### src/rtl/ram_access_arbiter.sv
`default_nettype none
// ============================================================================
// Module   : ram_access_arbiter
// Purpose  : Shares the RAM_word array between the SUBLEQ core and the loader,
//            sequencing reads and glitch-free store strobes on the shared bus.
// Revision : 1.0
// ============================================================================
module ram_access_arbiter #(
    parameter int WORD_LENGTH     = 16,
    parameter int ADDR_LENGTH     = 16,
    parameter bit LOADER_PRIORITY = 1'b0
) (
    input  logic                   CLK,
    input  logic                   bar_RST,
    input  logic                   CORE_REQ,
    input  logic                   CORE_WE,
    input  logic [ADDR_LENGTH-1:0] CORE_ADDR,
    input  logic [WORD_LENGTH-1:0] CORE_WDATA,
    output logic                   CORE_ACK,
    output logic [WORD_LENGTH-1:0] CORE_RDATA,
    output logic                   CORE_ERR,
    input  logic                   LDR_REQ,
    input  logic                   LDR_WE,
    input  logic [ADDR_LENGTH-1:0] LDR_ADDR,
    input  logic [WORD_LENGTH-1:0] LDR_WDATA,
    output logic                   LDR_ACK,
    output logic [WORD_LENGTH-1:0] LDR_RDATA,
    output logic                   LDR_ERR,
    output logic [ADDR_LENGTH-1:0] MEM_ADDR,
    output logic [WORD_LENGTH-1:0] MEM_WDATA,
    output logic                   MEM_STORE,
    input  logic [WORD_LENGTH-1:0] MEM_RDATA,
    input  logic                   MEM_RVALID,
    output logic                   BUSY
);

    typedef enum logic [2:0] {
        S_IDLE      = 3'd0,
        S_RD        = 3'd1,
        S_WR_SETUP  = 3'd2,
        S_WR_STROBE = 3'd3,
        S_WR_HOLD   = 3'd4,
        S_ACK       = 3'd5
    } state_t;

    state_t                 r_state;
    state_t                 w_state_next;
    logic                   r_grant_ldr;
    logic                   r_last_ldr;
    logic                   r_err;
    logic                   r_store;
    logic [ADDR_LENGTH-1:0] r_addr;
    logic [WORD_LENGTH-1:0] r_wdata;
    logic [WORD_LENGTH-1:0] r_core_rdata;
    logic [WORD_LENGTH-1:0] r_ldr_rdata;

    logic                   w_any_req;
    logic                   w_grant_ldr;
    logic                   w_sel_we;
    logic                   w_ack;

    // Round-robin favours whoever was not granted last; the pointer moves on every grant.
    always_comb begin
        w_any_req   = CORE_REQ | LDR_REQ;
        w_grant_ldr = LDR_REQ;
        if (CORE_REQ && LDR_REQ) begin
            w_grant_ldr = LOADER_PRIORITY ? 1'b1 : ~r_last_ldr;
        end
        w_sel_we = w_grant_ldr ? LDR_WE : CORE_WE;
    end

    always_comb begin
        w_state_next = r_state;
        case (r_state)
            S_IDLE: begin
                if (w_any_req) begin
                    w_state_next = w_sel_we ? S_WR_SETUP : S_RD;
                end
            end
            S_RD:        w_state_next = S_ACK;
            S_WR_SETUP:  w_state_next = MEM_RVALID ? S_WR_STROBE : S_ACK;
            S_WR_STROBE: w_state_next = S_WR_HOLD;
            S_WR_HOLD:   w_state_next = S_ACK;
            S_ACK:       w_state_next = S_IDLE;
            default:     w_state_next = S_IDLE;
        endcase
    end

    always_ff @(posedge CLK or negedge bar_RST) begin
        if (!bar_RST) begin
            r_state      <= S_IDLE;
            r_grant_ldr  <= 1'b0;
            r_last_ldr   <= 1'b1;
            r_err        <= 1'b0;
            r_store      <= 1'b0;
            r_addr       <= '0;
            r_wdata      <= '0;
            r_core_rdata <= '0;
            r_ldr_rdata  <= '0;
        end else begin
            r_state <= w_state_next;
            // Strobe is a flop so it cannot glitch; address/data were latched a cycle earlier.
            r_store <= (w_state_next == S_WR_STROBE);
            case (r_state)
                S_IDLE: begin
                    if (w_any_req) begin
                        r_grant_ldr <= w_grant_ldr;
                        r_last_ldr  <= w_grant_ldr;
                        r_addr      <= w_grant_ldr ? LDR_ADDR : CORE_ADDR;
                        r_wdata     <= w_grant_ldr ? LDR_WDATA : CORE_WDATA;
                        r_err       <= 1'b0;
                    end
                end
                S_RD: begin
                    r_err <= ~MEM_RVALID;
                    if (r_grant_ldr) begin
                        r_ldr_rdata <= MEM_RVALID ? MEM_RDATA : '0;
                    end else begin
                        r_core_rdata <= MEM_RVALID ? MEM_RDATA : '0;
                    end
                end
                S_WR_SETUP: r_err <= ~MEM_RVALID;
                default: ;
            endcase
        end
    end

    assign w_ack      = (r_state == S_ACK);
    assign CORE_ACK   = w_ack & ~r_grant_ldr;
    assign LDR_ACK    = w_ack & r_grant_ldr;
    assign CORE_ERR   = CORE_ACK & r_err;
    assign LDR_ERR    = LDR_ACK & r_err;
    assign CORE_RDATA = r_core_rdata;
    assign LDR_RDATA  = r_ldr_rdata;
    assign MEM_ADDR   = r_addr;
    assign MEM_WDATA  = r_wdata;
    assign MEM_STORE  = r_store;
    assign BUSY       = (r_state != S_IDLE);

endmodule
`default_nettype wire

### config.mk
export PLATFORM = sky130hd
export DESIGN_NAME = ram_access_arbiter
export DESIGN_NICKNAME = d
export VERILOG_FILES = /design/src/rtl/ram_access_arbiter.sv
export SDC_FILE = /design/constraint.sdc
export NUM_CORES = 1
export LEC_CHECK = 0
export CAP_MARGIN = 20
export CORE_MARGIN = 1
export CORE_UTILIZATION = 37
export DETAILED_ROUTE_END_ITERATION = 12
export MAX_ROUTING_LAYER = met4
export PLACE_DENSITY = 0.82
export SLEW_MARGIN = 30
export SYNTH_ARGS = -nofsm -noshare
export SYNTH_HDL_FRONTEND = slang
export SYNTH_SLANG_ARGS = --single-unit
### constraint.sdc
create_clock -name CLK -period 1.5 [get_ports CLK]
set_input_delay 0.3 -clock CLK [delete_from_list [all_inputs] [get_ports CLK]]
set_output_delay 0.3 -clock CLK [all_outputs]
set_load 0.005 [all_outputs]
==> summary.md <==
| Metric | Value |
|---|---|
| R2R cell count | 5 |
| Clock root cell | clkbuf_8 |
| Routed WL | a little over 10 mm |
| Synth Area in Adders | less than 1% |
| TritonCTS Buffers | 9 |
| Failing checks | negative setup slack |
| P per Cell Area | approximately 1800 nW/µm² |
| Post-synthesis net count | 349 |
| Min-Delay Endpoint | r_last_ldr |
| Worst vdd ir | 0.907 mV |
| Final instance area | between 5000 and 6000 µm² |
| Top Ports | between 150 and 200 |
| Vias | approximately 2900 |
| PortBufs | 156 |
| Reg clk slew, reported paths | roughly 0.070 ns |
| Mux cell area share after synthesis | roughly 22% |
| Global-route wire length before repair | approximately 14 mm |
| Die W | 96.0 µm |
| Async set or reset register ratio after synthesis | 100% |
| Maxcap violations | 0 |
| Setup ws final | -0.210 ns |
| Yosys reg bits | 71 |
| Layout Nets | 555 |
| Post-synthesis cell area | 3270 µm² |
| Compound-Gate Fraction of Synth Area | 9.31% |
| Die Height | between 90 and 100 µm |
| Row count | 33 |
| Ys flop type | dfrtp_1 |
| Unique masters post-synth | 36 |
| Most frequent cell after synthesis | dfrtp_1 |
| Max H-tree Level | 3 |
| Crit path launch type | register |
| Post-synth EDFFs | 0 |
| M1 GR Usage | 24.2% |
| Worst-Margin Slew | roughly 0.34 ns |
| Most used routing layer | met2 |
| Layout cell share with drive strength beyond 1 | a little under two fifths |
| Seq/Total Area, Yosys | 54.4% |
| Setup CP Type | register to primary output |
| Post-route non-filler standard cell count | 578 |
| Area after DPL | 5080 µm² |
| Reg2reg start | r_state[1] |
| Diode count | 0 |
| Post-Syn Instances | about 260 |
| # setup viols final | 55 |
| Avg Inst Size Synth | 12.5 µm² |
| ANT nets after route | 0 |
| GRT Overall Usage | 21.8% |
| Worst Skew | approximately 0.027 ns |
| Clock Sinks | 71 |
| Period utilization | 114% |
| Post-Synth XOR/XNOR Area | 0.268% |
| Status | finished with violations |
| Die area | ~9000 µm² |
| Pins Over Slew Limit | 0 |
| Synth-to-layout area growth | 78.3% |
| Synth cell count leaders | 70 x dfrtp_1, 64 x mux2_2, 49 x nand2_1, 17 x o21ai_0, 15 x o21ai_2 |
| Initial Util | 39.0% |
| Worst-Skew Late Latency | about 0.37 ns |
| Vias/cell | 4.97 |
| RSZ-0062 raised after global routing | true |
| Finished Core Util | around 70% |
| Global routing usage on met3 | 4.03% |
| Drt initial violations | ~110 |
| Reg2reg end | CORE_RDATA[13] |
| Gr ovfl total | 0 |
| Clk buf depth | 2 |
| Synth area leaders | dfrtp_1 54%, mux2_2 22%, nand2_1 5.6% |
| WP data arrival | 1.41 ns |
| Main combinational cell family by area after synthesis | multiplexers |
| Core area | 8380 µm² |
| Routing usage on met2 | approximately two fifths |
| Max Fanout on Critical Path | 4 |
| Leak pwr | about 0.0028 µW |
| Vias in the first global route | 2938 |
| Type of the worst min-delay path | input pin to register |
| Worst min-delay path startpoint | CORE_REQ |
| Fin crit period | 1.71 ns |
| Max-slew headroom | just under 80% |
| HPWL Detailed | around 6 mm |
| Largest area contributor in the netlist | dfrtp_1 |
| Drt pass-1 iters | 4 |
| Largest net degree at the start of global routing | 37 |
| Routability cong. | around 0.79 |
| Post-DR wirelength/cell | 17.5 µm |
| Yosys top cell area share | 53.6% |
| Crit end category | primary output |
| Post-Synth Simple-Gate Area | 8.92% |
| Dpl cells | between 500 and 600 |
| Hold Path Stages | 3 |
| Post-Place Setup Slack | -0.493 ns |
| Fmax | 585 MHz |
| CP required | 1.20 ns |
| Initial antenna violation count | 0 |
| Drc violations | 0 |
| Reg2Reg Setup Slack | -0.16 ns |
| CTS tree | built |
| Syn. warnings | 0 |
| Count of final hold-check violations | 0 |
worst max-delay path by stage:
stage                 from             to  slack, ns  depth (start not counted)
6_report        r_state[1]       CORE_ERR      -0.21                          4
5_1_grt        r_grant_ldr       CORE_ERR      -0.25                          4
4_1_cts         r_state[1]       CORE_ERR      -0.19                          4
3_5_place_dp       LDR_REQ   MEM_WDATA[6]      -0.49                          5
3_3_place_gp       LDR_REQ   MEM_WDATA[9]      -0.45                          5
2_1_floorplan   r_state[1]  CORE_RDATA[3]      -0.01                          6
critical path, stage by stage (launching register included):
cell,delay [ns]
dfrtp_1,0.41
and4bb_2,0.34
buf_6,0.10
and2_1,0.10
buf_2,0.12
what timing repair did:
| item | in CTS | in global routing |
|---|---|---|
| hold buffers | 1 | 0 |
| resized for setup | 94 | 38 |
| endpoints found under the setup margin | 114 | 62 |
| gates cloned | 3 | 6 |
| buffers inserted | 21 | 6 |
| hold endpoints to repair | 19 | 0 |
| pin swaps | 14 | 9 |
layout by cell type (no fill, tap or decap), types with 2 or more instances in the layout:
master / Yosys / final
buf_12: 0 / 9
clkbuf_16: 0 / 4
buf_16: 0 / 3
clkbuf_8: 1 / 9
a31oi_1: 2 / 2
clkinv_4: 0 / 4
buf_6: 6 / 16
mux2_2: 64 / 49
dfrtp_1: 70 / 70
buf_4: 4 / 28
bufinv_16: 0 / 2
mux2_4: 0 / 15
o21ai_0: 17 / 17
o21ai_2: 15 / 15
buf_2: 2 / 2
clkdlybuf4s50_1: 0 / 83
and2_1: 2 / 2
dlygate4sd2_1: 0 / 59
nand2_2: 0 / 14
o21ai_4: 0 / 2
dlymetal6s2s_1: 0 / 8
nand2b_1: 2 / 2
nand2_1: 49 / 35
cell families after synthesis:
| group | Yosys count |
|---|---|
| AO/OA/AOI/OAI | 43 |
| flip-flops | 71 |
| multiplexers | 65 |
| adder cells (fa/ha/maj) | 1 |
| XOR/XNOR | 1 |
| AND/OR/NAND/NOR | 62 |
| buffers and inverters | 19 |
per-stage QoR:
| step | hold WS, ns | TNS [ns] | power [µW] |
|---|---|---|---|
| final | 0.354 | -6.58 | 10500 |
| after global routing | 0.389 | -9.33 | 11100 |
| after floorplan | 0.00441 | -0.352 | 5470 |
| after global placement | 0.214 | -15.39 | 7850 |
| after detailed placement | 0.221 | -16.98 | 8040 |
| after CTS | 0.384 | -6.77 | 9940 |
metal layers:
metal	share of wire, %	wire length [µm]	vias up
met5	0	0	-
met4	2.5	256	0
met3	6.4	653	19
met2	51	5170	128
met1	40	4060	1398
li1	-	-	1330
power breakdown:
part | switching, µW | total, µW | leakage, µW | internal, µW
clock | 795 | 1740 | 0.000111 | 949
sequential | 474 | 3320 | 0.000883 | 2840
combinational | 2100 | 5440 | 0.00180 | 3340
total | 3370 | 10500 | 0.00280 | 7130
state kept, by name (all words and copies together) (netlist names):
signal       count
MEM_WDATA       16
r_last_ldr       1
CORE_RDATA      16
r_grant_ldr      1
MEM_ADDR        16
LDR_RDATA       16
MEM_STORE        1
r_state          3
r_err            1
final cells by class:
cell class	instances	area, µm²
repair buffers	213	2220
fillers	610	2560
well taps	105	131
multi-input cells	172	1470
inverters	1	3.75
clock inverters	6	95.1
flip-flops and latches	71	1780
clock buffers	10	128
(Power assumes the default switching activity.)
